## config.mk

```make
export PLATFORM = sky130hd
export DESIGN_NAME = fp_normalize
export DESIGN_NICKNAME = d
export VERILOG_FILES = /design/src/rtl/fp_normalize.sv
export SDC_FILE = /design/constraint.sdc
export NUM_CORES = 1
export LEC_CHECK = 0
export CAP_MARGIN = 10
export CORE_MARGIN = 5
export CORE_UTILIZATION = 52
export DETAILED_ROUTE_END_ITERATION = 10
export PLACE_DENSITY = 0.81
export SETUP_SLACK_MARGIN = 0.2
export SYNTH_ARGS = -nofsm -noshare
export SYNTH_HDL_FRONTEND = slang
export SYNTH_SLANG_ARGS = --single-unit
```

## constraint.sdc

```tcl
create_clock -name clk -period 2.8 [get_ports clk]
set_input_delay 0.28 -clock clk [delete_from_list [all_inputs] [get_ports clk]]
set_output_delay 0.28 -clock clk [all_outputs]
set_load 0.005 [all_outputs]
```

## src/rtl/fp_normalize.sv

```systemverilog
// Normalizes a raw add/sub magnitude into an IEEE-754 single; done pulses 1 cycle after capture plus one cycle per left shift (max 23).
// Backpressure: in_ready is high only while idle, so one operation is in flight at a time.
module fp_normalize (
  input  logic        clk,
  input  logic        rst,
  input  logic        in_valid,
  output logic        in_ready,
  input  logic        in_sign,
  input  logic [7:0]  in_exp,
  input  logic [24:0] in_mant,
  output logic [31:0] result,
  output logic        done,
  output logic        overflow,
  output logic        underflow
);

  typedef enum logic [1:0] {IDLE, NORM, DONE} state_t;

  state_t      state;
  logic        sign_q;
  logic [7:0]  exp_q;
  logic [24:0] mant_q;

  logic [8:0]  exp_inc;
  logic        fin;
  logic [31:0] res_nxt;
  logic        ov_nxt;
  logic        un_nxt;

  assign exp_inc = {1'b0, exp_q} + 9'd1;

  // Outcome of the current NORM cycle; fin=0 means another left shift is needed.
  always_comb begin
    fin     = 1'b1;
    res_nxt = 32'h0000_0000;
    ov_nxt  = 1'b0;
    un_nxt  = 1'b0;
    if (mant_q == 25'd0) begin
      res_nxt = 32'h0000_0000;
    end else if (mant_q[24]) begin
      if (exp_inc >= 9'd255) begin
        res_nxt = {sign_q, 8'hFF, 23'd0};
        ov_nxt  = 1'b1;
      end else begin
        res_nxt = {sign_q, exp_inc[7:0], mant_q[23:1]};
      end
    end else if (mant_q[23] && exp_q != 8'h00 && exp_q != 8'hFF) begin
      res_nxt = {sign_q, exp_q, mant_q[22:0]};
    end else if (exp_q == 8'hFF) begin
      res_nxt = {sign_q, 8'hFF, 23'd0};
      ov_nxt  = 1'b1;
    end else if (exp_q <= 8'd1) begin
      res_nxt = 32'h0000_0000;
      un_nxt  = 1'b1;
    end else begin
      fin = 1'b0;
    end
  end

  always_ff @(posedge clk) begin
    if (rst) begin
      state     <= IDLE;
      in_ready  <= 1'b1;
      result    <= 32'h0000_0000;
      done      <= 1'b0;
      overflow  <= 1'b0;
      underflow <= 1'b0;
      sign_q    <= 1'b0;
      exp_q     <= 8'h00;
      mant_q    <= 25'd0;
    end else begin
      done <= 1'b0;
      case (state)
        IDLE: begin
          if (in_valid) begin
            sign_q   <= in_sign;
            exp_q    <= in_exp;
            mant_q   <= in_mant;
            in_ready <= 1'b0;
            state    <= NORM;
          end
        end
        NORM: begin
          if (fin) begin
            result    <= res_nxt;
            overflow  <= ov_nxt;
            underflow <= un_nxt;
            done      <= 1'b1;
            state     <= DONE;
          end else begin
            // exp_q >= 2 here, so the decrement never drops below 1.
            mant_q <= {mant_q[23:0], 1'b0};
            exp_q  <= exp_q - 8'd1;
          end
        end
        DONE: begin
          in_ready <= 1'b1;
          state    <= IDLE;
        end
        default: begin
          in_ready <= 1'b1;
          state    <= IDLE;
        end
      endcase
    end
  end

endmodule
```

==> results of run 1 <==
-- routing by layer --
layer	part of all wire, %	GRT usage, %	wire [um]	vias up
met5	0	0	0	-
met4	2.0	9.025	198	0
met3	6.5	4.023	636	18
met2	48	37.52	4656	149
met1	44	30.18	4271	1629
li1	-	-	-	1677
-- kinds of logic (layout without fill, tap and decap cells) --
group	after synthesis	count (layout)	share of synthesized area [%]
AO/OA/AOI/OAI	108	108	24.78
XOR/XNOR	1	1	0.2413
adder cells (fa/ha/maj)	4	4	1.378
buffers and inverters	43	110	6.788
flip-flops	72	72	39.70
multiplexers	4	4	1.172
AND/OR/NAND/NOR	188	188	25.95
-- critical path, cell delays in order (launching register included) --
cell and delay (ps):
dfxtp_2 440, ha_1 430, nand3_1 210, or2_2 380, nand2_1 130, nor3_2 50, buf_4 230, a221o_1 380
-- layout make-up --
class	count	area (sq um)
clock inverter	2	12.51
tap	96	120.1
fill	570	2217
timing repair buffer	90	863.3
multi-input combinational	305	1951
inverter	4	15.01
clock buffer	14	172.7
sequential	72	1443
-- how the worst max path moves through the flow --
stage               depth (start not counted)         end     start  slack, ps
detailed placement                          7   result[6]  exp_q[1]        330
global route                                9  mant_q[21]  exp_q[0]        280
CTS                                         8  result[29]  exp_q[1]        330
finish                                      7   result[6]  exp_q[1]        410
global placement                            9    exp_q[2]  exp_q[1]        430
floorplan                                  10  mant_q[12]  exp_q[0]        310
-- synth_stat cells, types with 2 or more instances --
master / n / area (sq um)
or2_2: 2 / 12.51
dfxtp_1: 72 / 1441
or3_1: 3 / 18.77
nor2_1: 46 / 172.7
mux2_2: 2 / 22.52
buf_6: 9 / 101.4
nand4_1: 2 / 12.51
a211o_1: 2 / 17.52
buf_4: 3 / 22.52
a311oi_1: 22 / 192.7
a32o_1: 3 / 30.03
a311oi_2: 2 / 30.03
buf_2: 5 / 25.02
o21ai_0: 8 / 40.04
nand3_1: 10 / 50.05
o21a_1: 2 / 15.01
mux2i_1: 2 / 20.02
nand2b_1: 8 / 50.05
nor2b_1: 2 / 12.51
ha_1: 4 / 50.05
inv_1: 4 / 15.01
a221o_1: 23 / 230.2
a22o_1: 6 / 52.55
nor3_1: 7 / 35.03
nor3b_1: 24 / 180.2
nor4_1: 6 / 37.54
a31oi_1: 5 / 31.28
o211ai_1: 3 / 22.52
nand2_1: 67 / 251.5
and3_1: 2 / 12.51
a21oi_1: 17 / 85.08
clkbuf_1: 22 / 82.58
-- sequential cells by signal (all words and copies together) (netlist names), 2 cells and up --
| register | cells |
|---|---|
| exp_q | 8 |
| result | 32 |
| mant_q | 25 |
| state | 2 |
-- through the flow --
stage	utilization (%)	std cells	area, sq um	power [uW]	setup WS, ps
3_5_place_dp	64.62	567	4390	2185	328.4
6_report	67.37	583	4577	2949	406.2
3_3_place_gp	64.62	567	4390	2155	433.2
4_1_cts	67.35	583	4576	2955	330.4
2_1_floorplan	-	420	3631	1906	307.5
5_1_grt	67.37	583	4577	3115	275.0
-- power groups by stage --
stage,Clock (uW),Sequential [uW],Combinational [uW]
2_1_floorplan,0,1250,652
3_3_place_gp,0,1310,847
3_5_place_dp,0,1310,872
4_1_cts,791,1290,874
5_1_grt,837,1310,964
6_report,778,1300,876
==> impl_results.md, run 1 <==
* Hold EP: state[0]
* Die area at 8753 sq um
* Die Width at 93.56 um
* Netlist cell types at 57
* Largest net degree at the start of global routing at 37
* Post-synthesis net count at 461
* Least-Margin Pin Slew at 673.8 ps
* Post_cts resized at 0
* Hold-fix buffers at CTS at 0
* Combinational Power Share at 29.7%
* Hold_sp: rst
* Max FO, Critical Path at 23
* Post-Route WL at 9.762 mm
* Routed length per instance at 16.74 um
* Slew HR at 54.66%
* Setup Buffers After CTS at 0
* Row cnt at 30
* CTS H-tree lvls at 3
* Iter 0 DRT Violations at 246
* Cells after synthesis at 420
* Core area at 6794 sq um
* Layout cells sized above 1 at 10.27%
* Io pins at 73
* R2r setup slk at 410 ps
* Reg2reg end: result[6]
* Fin crit period at 2394 ps
* Final hold violation count at 0
* WP data required at 3030 ps
* Achievable Freq at 417.7 MHz
* CTS tree: done
* Aggregate negative setup slack at 0 ps
* Grt total ovfl at 0
* Initial Util at 53.44%
* Clock Latency Late Sink at 350 ps
* Yosys Warn Count at 0
* Endpoint class of the critical path: flop
* Hold Path Depth at 2
* Worst hold slack at 455.7 ps
* Setup-failing EPs final at 0
* NetSw at 1022 uW
* Commonest non-fill, non-tap cells in the layout: dfxtp_1, clkdlybuf4s50_1, nand2_1
* CP Launch Type: flop
* Pre-antenna DRT Iters at 5
* MaxCap Viol Count at 0
* Total CTS buffers at 9
* Clock Power Share at 26.4%
* GRT Overall Usage at 23.00%
* Clk root buf: clkbuf_8
* DPL Wire Length at 6.885 mm
* P_leak at 0.001662 uW
* Ys flop type: dfxtp_1
* Synth Register Bits at 72
* Seq/Total Area, Yosys at 39.70%
* Unrepaired setup endpoints after global routing: no
* Pwr dens at 644.3 nW/um^2
* R2r worst-path depth at 7
* Slew Limit Fails at 0
* Area grow syn2layout at 26.05%
* Vias after detailed routing at 3473
* # diodes at 0
* CP Data Arrival Time at 2630 ps
* Min-Delay Path Class: in -> reg
* Clock transition at the registers of the reported paths at 80 ps
* CTS Buffer Depth at 2
* IO Port Bufs at 72
* Max VDD drop at 0.3761 mV
* Async SR Flop Fraction at 0%
* First-pass GRT wire length at 16.09 mm
* Post-Syn Area at 3631 sq um
* Final Wtd Congestion at 0.8437
* Crit path kind: reg -> reg
* Vias in the first global route at 3260
* Net Sw Frac at 34.65%
* Final ANT Viol Nets at 0
* Post-route clock period utilization at 85.49%
* Clock Sinks at 72
* R2r startpoint: exp_q[1]
* Sequential power share at 43.9%
* Post-synth EDFFs at 0
* Status: complete, no violations
* Number of remaining DRC errors at 0
* Syn Area/Cell at 8.645 sq um
* Die Span Y at 93.56 um
* Initial antenna violation count at 0
* Final nets at 523
* Worst Clk Skew at 10.06 ps
* DR vias/cell at 5.957
* Internal at 1927 uW
(Power assumes the default switching activity.)
==> inputs of run 2 (changes only) <==
--- a/config.mk
+++ b/config.mk
@@ -6,6 +6,7 @@
 export NUM_CORES = 1
 export LEC_CHECK = 0
 export CAP_MARGIN = 10
+export CORE_ASPECT_RATIO = 1.4
 export CORE_MARGIN = 5
 export CORE_UTILIZATION = 52
 export DETAILED_ROUTE_END_ITERATION = 10
==> constraint.sdc (replaced) <==
create_clock -name clk -period 2.51 [get_ports clk]
set_input_delay 0.251 -clock clk [delete_from_list [all_inputs] [get_ports clk]]
set_output_delay 0.251 -clock clk [all_outputs]
set_load 0.005 [all_outputs]
==> run 2 against run 1 <==
Power rose by 20%; register-to-register slack got worse by 98 ps; global-route usage rose by 0.70 points; flip-flop and latch count did not move; worst setup slack got worse by 98 ps; sequential share of layout area fell by 1.1 points; clock-buffer cell count fell by 4; first-iteration DRC count rose by 45%; non-clock buffer count rose by 11; critical endpoint is now result[20]; largest cell class unchanged; highest routed layer unchanged.
==> impl_results.md, run 2 (same netlist as run 1, synthesis figures left out) <==
* Status: complete, no violations
* Critical path buffers and inverters at 2
* R2r worst-path depth at 8
* GRT Overall Usage at 23.70%
* Die Span Y at 108.9 um
* Vias in the first global route at 3462
* Reg2reg end: result[20]
* Area grow syn2layout at 30.50%
* Clock Power Share at 29.1%
* Hold EP: exp_q[0]
* Io pins at 73
* Critical Path Slowest Stage Cell: dfxtp_1
* CP Data Arrival Time at 2430 ps
* DR vias/cell at 6.061
* Pwr dens at 748.1 nW/um^2
* Final ANT Viol Nets at 0
* First-pass GRT wire length at 16.53 mm
* Clock transition at the registers of the reported paths at 80 ps
* Total CTS buffers at 9
* Commonest non-fill, non-tap cells in the layout: dfxtp_1, clkdlybuf4s50_1, nand2_1
* CP Cell Sequence: ha_1 > buf_4 > o32a_1 > o21ai_1 > nand3_2 > nor3b_2 > buf_4 > a221o_1
* Layout cells sized above 1 at 13.05%
* Critical Path Start: exp_q[1]
* Min-Delay Path Class: in -> reg
* Max reg flops at 32
* Initial antenna violation count at 0
* Biggest regs: result: 32 flops, mant_q: 25 flops, exp_q: 8 flops
* WP data required at 2740 ps
* CTS tree: done
* Internal at 2350 uW
* CP Launch Type: flop
* Clk root buf: clkbuf_8
* MaxCap Viol Count at 0
* Post-Route WL at 10.54 mm
* Die Width at 80.63 um
* Routed length per instance at 17.77 um
* Least-Margin Pin Slew at 758.8 ps
* Combinational Power Share at 30.6%
* Crit path kind: reg -> reg
* Row cnt at 36
* Critical Path Max Stage Delay at 360 ps
* Max FO, Critical Path at 23
* Initial Util at 52.69%
* Critical path's top delay family: compound AO/OA/AOI/OAI gates
* DPL Wire Length at 7.316 mm
* NetSw at 1195 uW
* Vias after detailed routing at 3594
* Hold_sp: rst
* Worst Clk Skew at 9.521 ps
* Setup-failing EPs final at 0
* IO Port Bufs at 72
* Largest net degree at the start of global routing at 59
* Cell mode on critical path: buf_4
* Fin crit period at 2202 ps
* Unrepaired setup endpoints after global routing: yes
* Clock Sinks at 72
* Core area at 6892 sq um
* Post-route clock period utilization at 87.73%
* # diodes at 0
* R2r startpoint: exp_q[1]
* Final Wtd Congestion at 0.8970
* CTS H-tree lvls at 3
* Net Sw Frac at 33.71%
* Pre-antenna DRT Iters at 5
* Largest Register: result
* Final hold violation count at 0
* CTS Buffer Depth at 2
* R2r setup slk at 310 ps
* Die area at 8778 sq um
* Grt total ovfl at 0
* Slew HR at 48.95%
* Slew Limit Fails at 0
* Iter 0 DRT Violations at 357
* Number of remaining DRC errors at 0
* Clock Latency Late Sink at 340 ps
* # fillers at 561
* Endpoint class of the critical path: flop
* Hold Path Depth at 2
* P_leak at 0.001746 uW
* Final nets at 534
* Max VDD drop at 0.4735 mV
* Achievable Freq at 454.1 MHz
* Post-layout util at 68.75%
* Aggregate negative setup slack at 0 ps
* Sequential power share at 40.3%
[run 2: worst max path at each step]
stage,to,slack (ps),cells past startpoint
after detailed placement,mant_q[16],230,9
final,result[20],310,8
after CTS,result[20],220,8
after global routing,mant_q[1],160,8
after global placement,result[6],290,8
after floorplan,mant_q[24],290,10
[run 2: what timing repair did]
item                                    4_1_cts  5_1_grt
gates resized for setup                       0        2
endpoints found under the setup margin        0       52
buffers inserted                              0        5
hold buffers                                  0        0
[run 2: worst reg2reg max path, stage by stage (launching register included)]
cell and delay [ps]:
dfxtp_1 360, ha_1 240, buf_4 170, o32a_1 340
o21ai_1 160, nand3_2 110, nor3b_2 160, buf_4 220
a221o_1 330
[run 2: per-stage QoR]
step                      hold slack, ps  power (uW)  instances  setup WS (ps)  instance area, sq um
after floorplan                    370.2        2138        420          289.8                  3646
after detailed placement           443.5        2479        571          228.6                  4442
final                              218.7        3545        593          308.0                  4738
after CTS                          203.8        3504        587          221.5                  4669
after global routing               219.0        3718        593          161.8                  4738
after global placement             438.0        2445        571          289.6                  4442
[run 2: final cells by class]
class	count	area, sq um	area share (%)
clock inverter	6	90.09	1.901
inverter	4	15.01	0.3169
timing repair buffer	101	975.9	20.60
sequential	72	1443	30.45
tap	95	118.9	2.509
multi-input combinational	305	1958	41.33
clock buffer	10	137.6	2.905
[run 2: metal layers]
| layer | up-vias | global-route usage [%] | part of all wire (%) | routed length (um) |
|---|---|---|---|---|
| li1 | 1703 | - | - | - |
| met1 | 1723 | 25.77 | 37 | 3885 |
| met2 | 137 | 44.31 | 55 | 5766 |
| met3 | 31 | 4.463 | 5.5 | 582 |
| met4 | 0 | 9.541 | 2.9 | 301 |
| met5 | - | 0 | 0 | 0 |
[run 2: power by group through the flow]
stage,Sequential (uW),Clock (uW),Combinational [uW]
after global placement,1440,0,1000
after detailed placement,1450,0,1030
final,1430,1030,1090
after floorplan,1400,0,739
after global routing,1450,1090,1180
after CTS,1420,1040,1050
==> inputs of run 3 (changes only) <==
--- a/config.mk
+++ b/config.mk
@@ -9,6 +9,8 @@
 export CORE_ASPECT_RATIO = 1.4
 export CORE_MARGIN = 5
 export CORE_UTILIZATION = 52
+export CTS_BUF_LIST = sky130_fd_sc_hd__clkbuf_4 sky130_fd_sc_hd__clkbuf_8 sky130_fd_sc_hd__clkbuf_16
+export CTS_CLUSTER_SIZE = 14
 export DETAILED_ROUTE_END_ITERATION = 10
 export PLACE_DENSITY = 0.81
 export SETUP_SLACK_MARGIN = 0.2
==> results of run 3 <==
No change in the layout: final DEF, timing and power equal those of run 2.
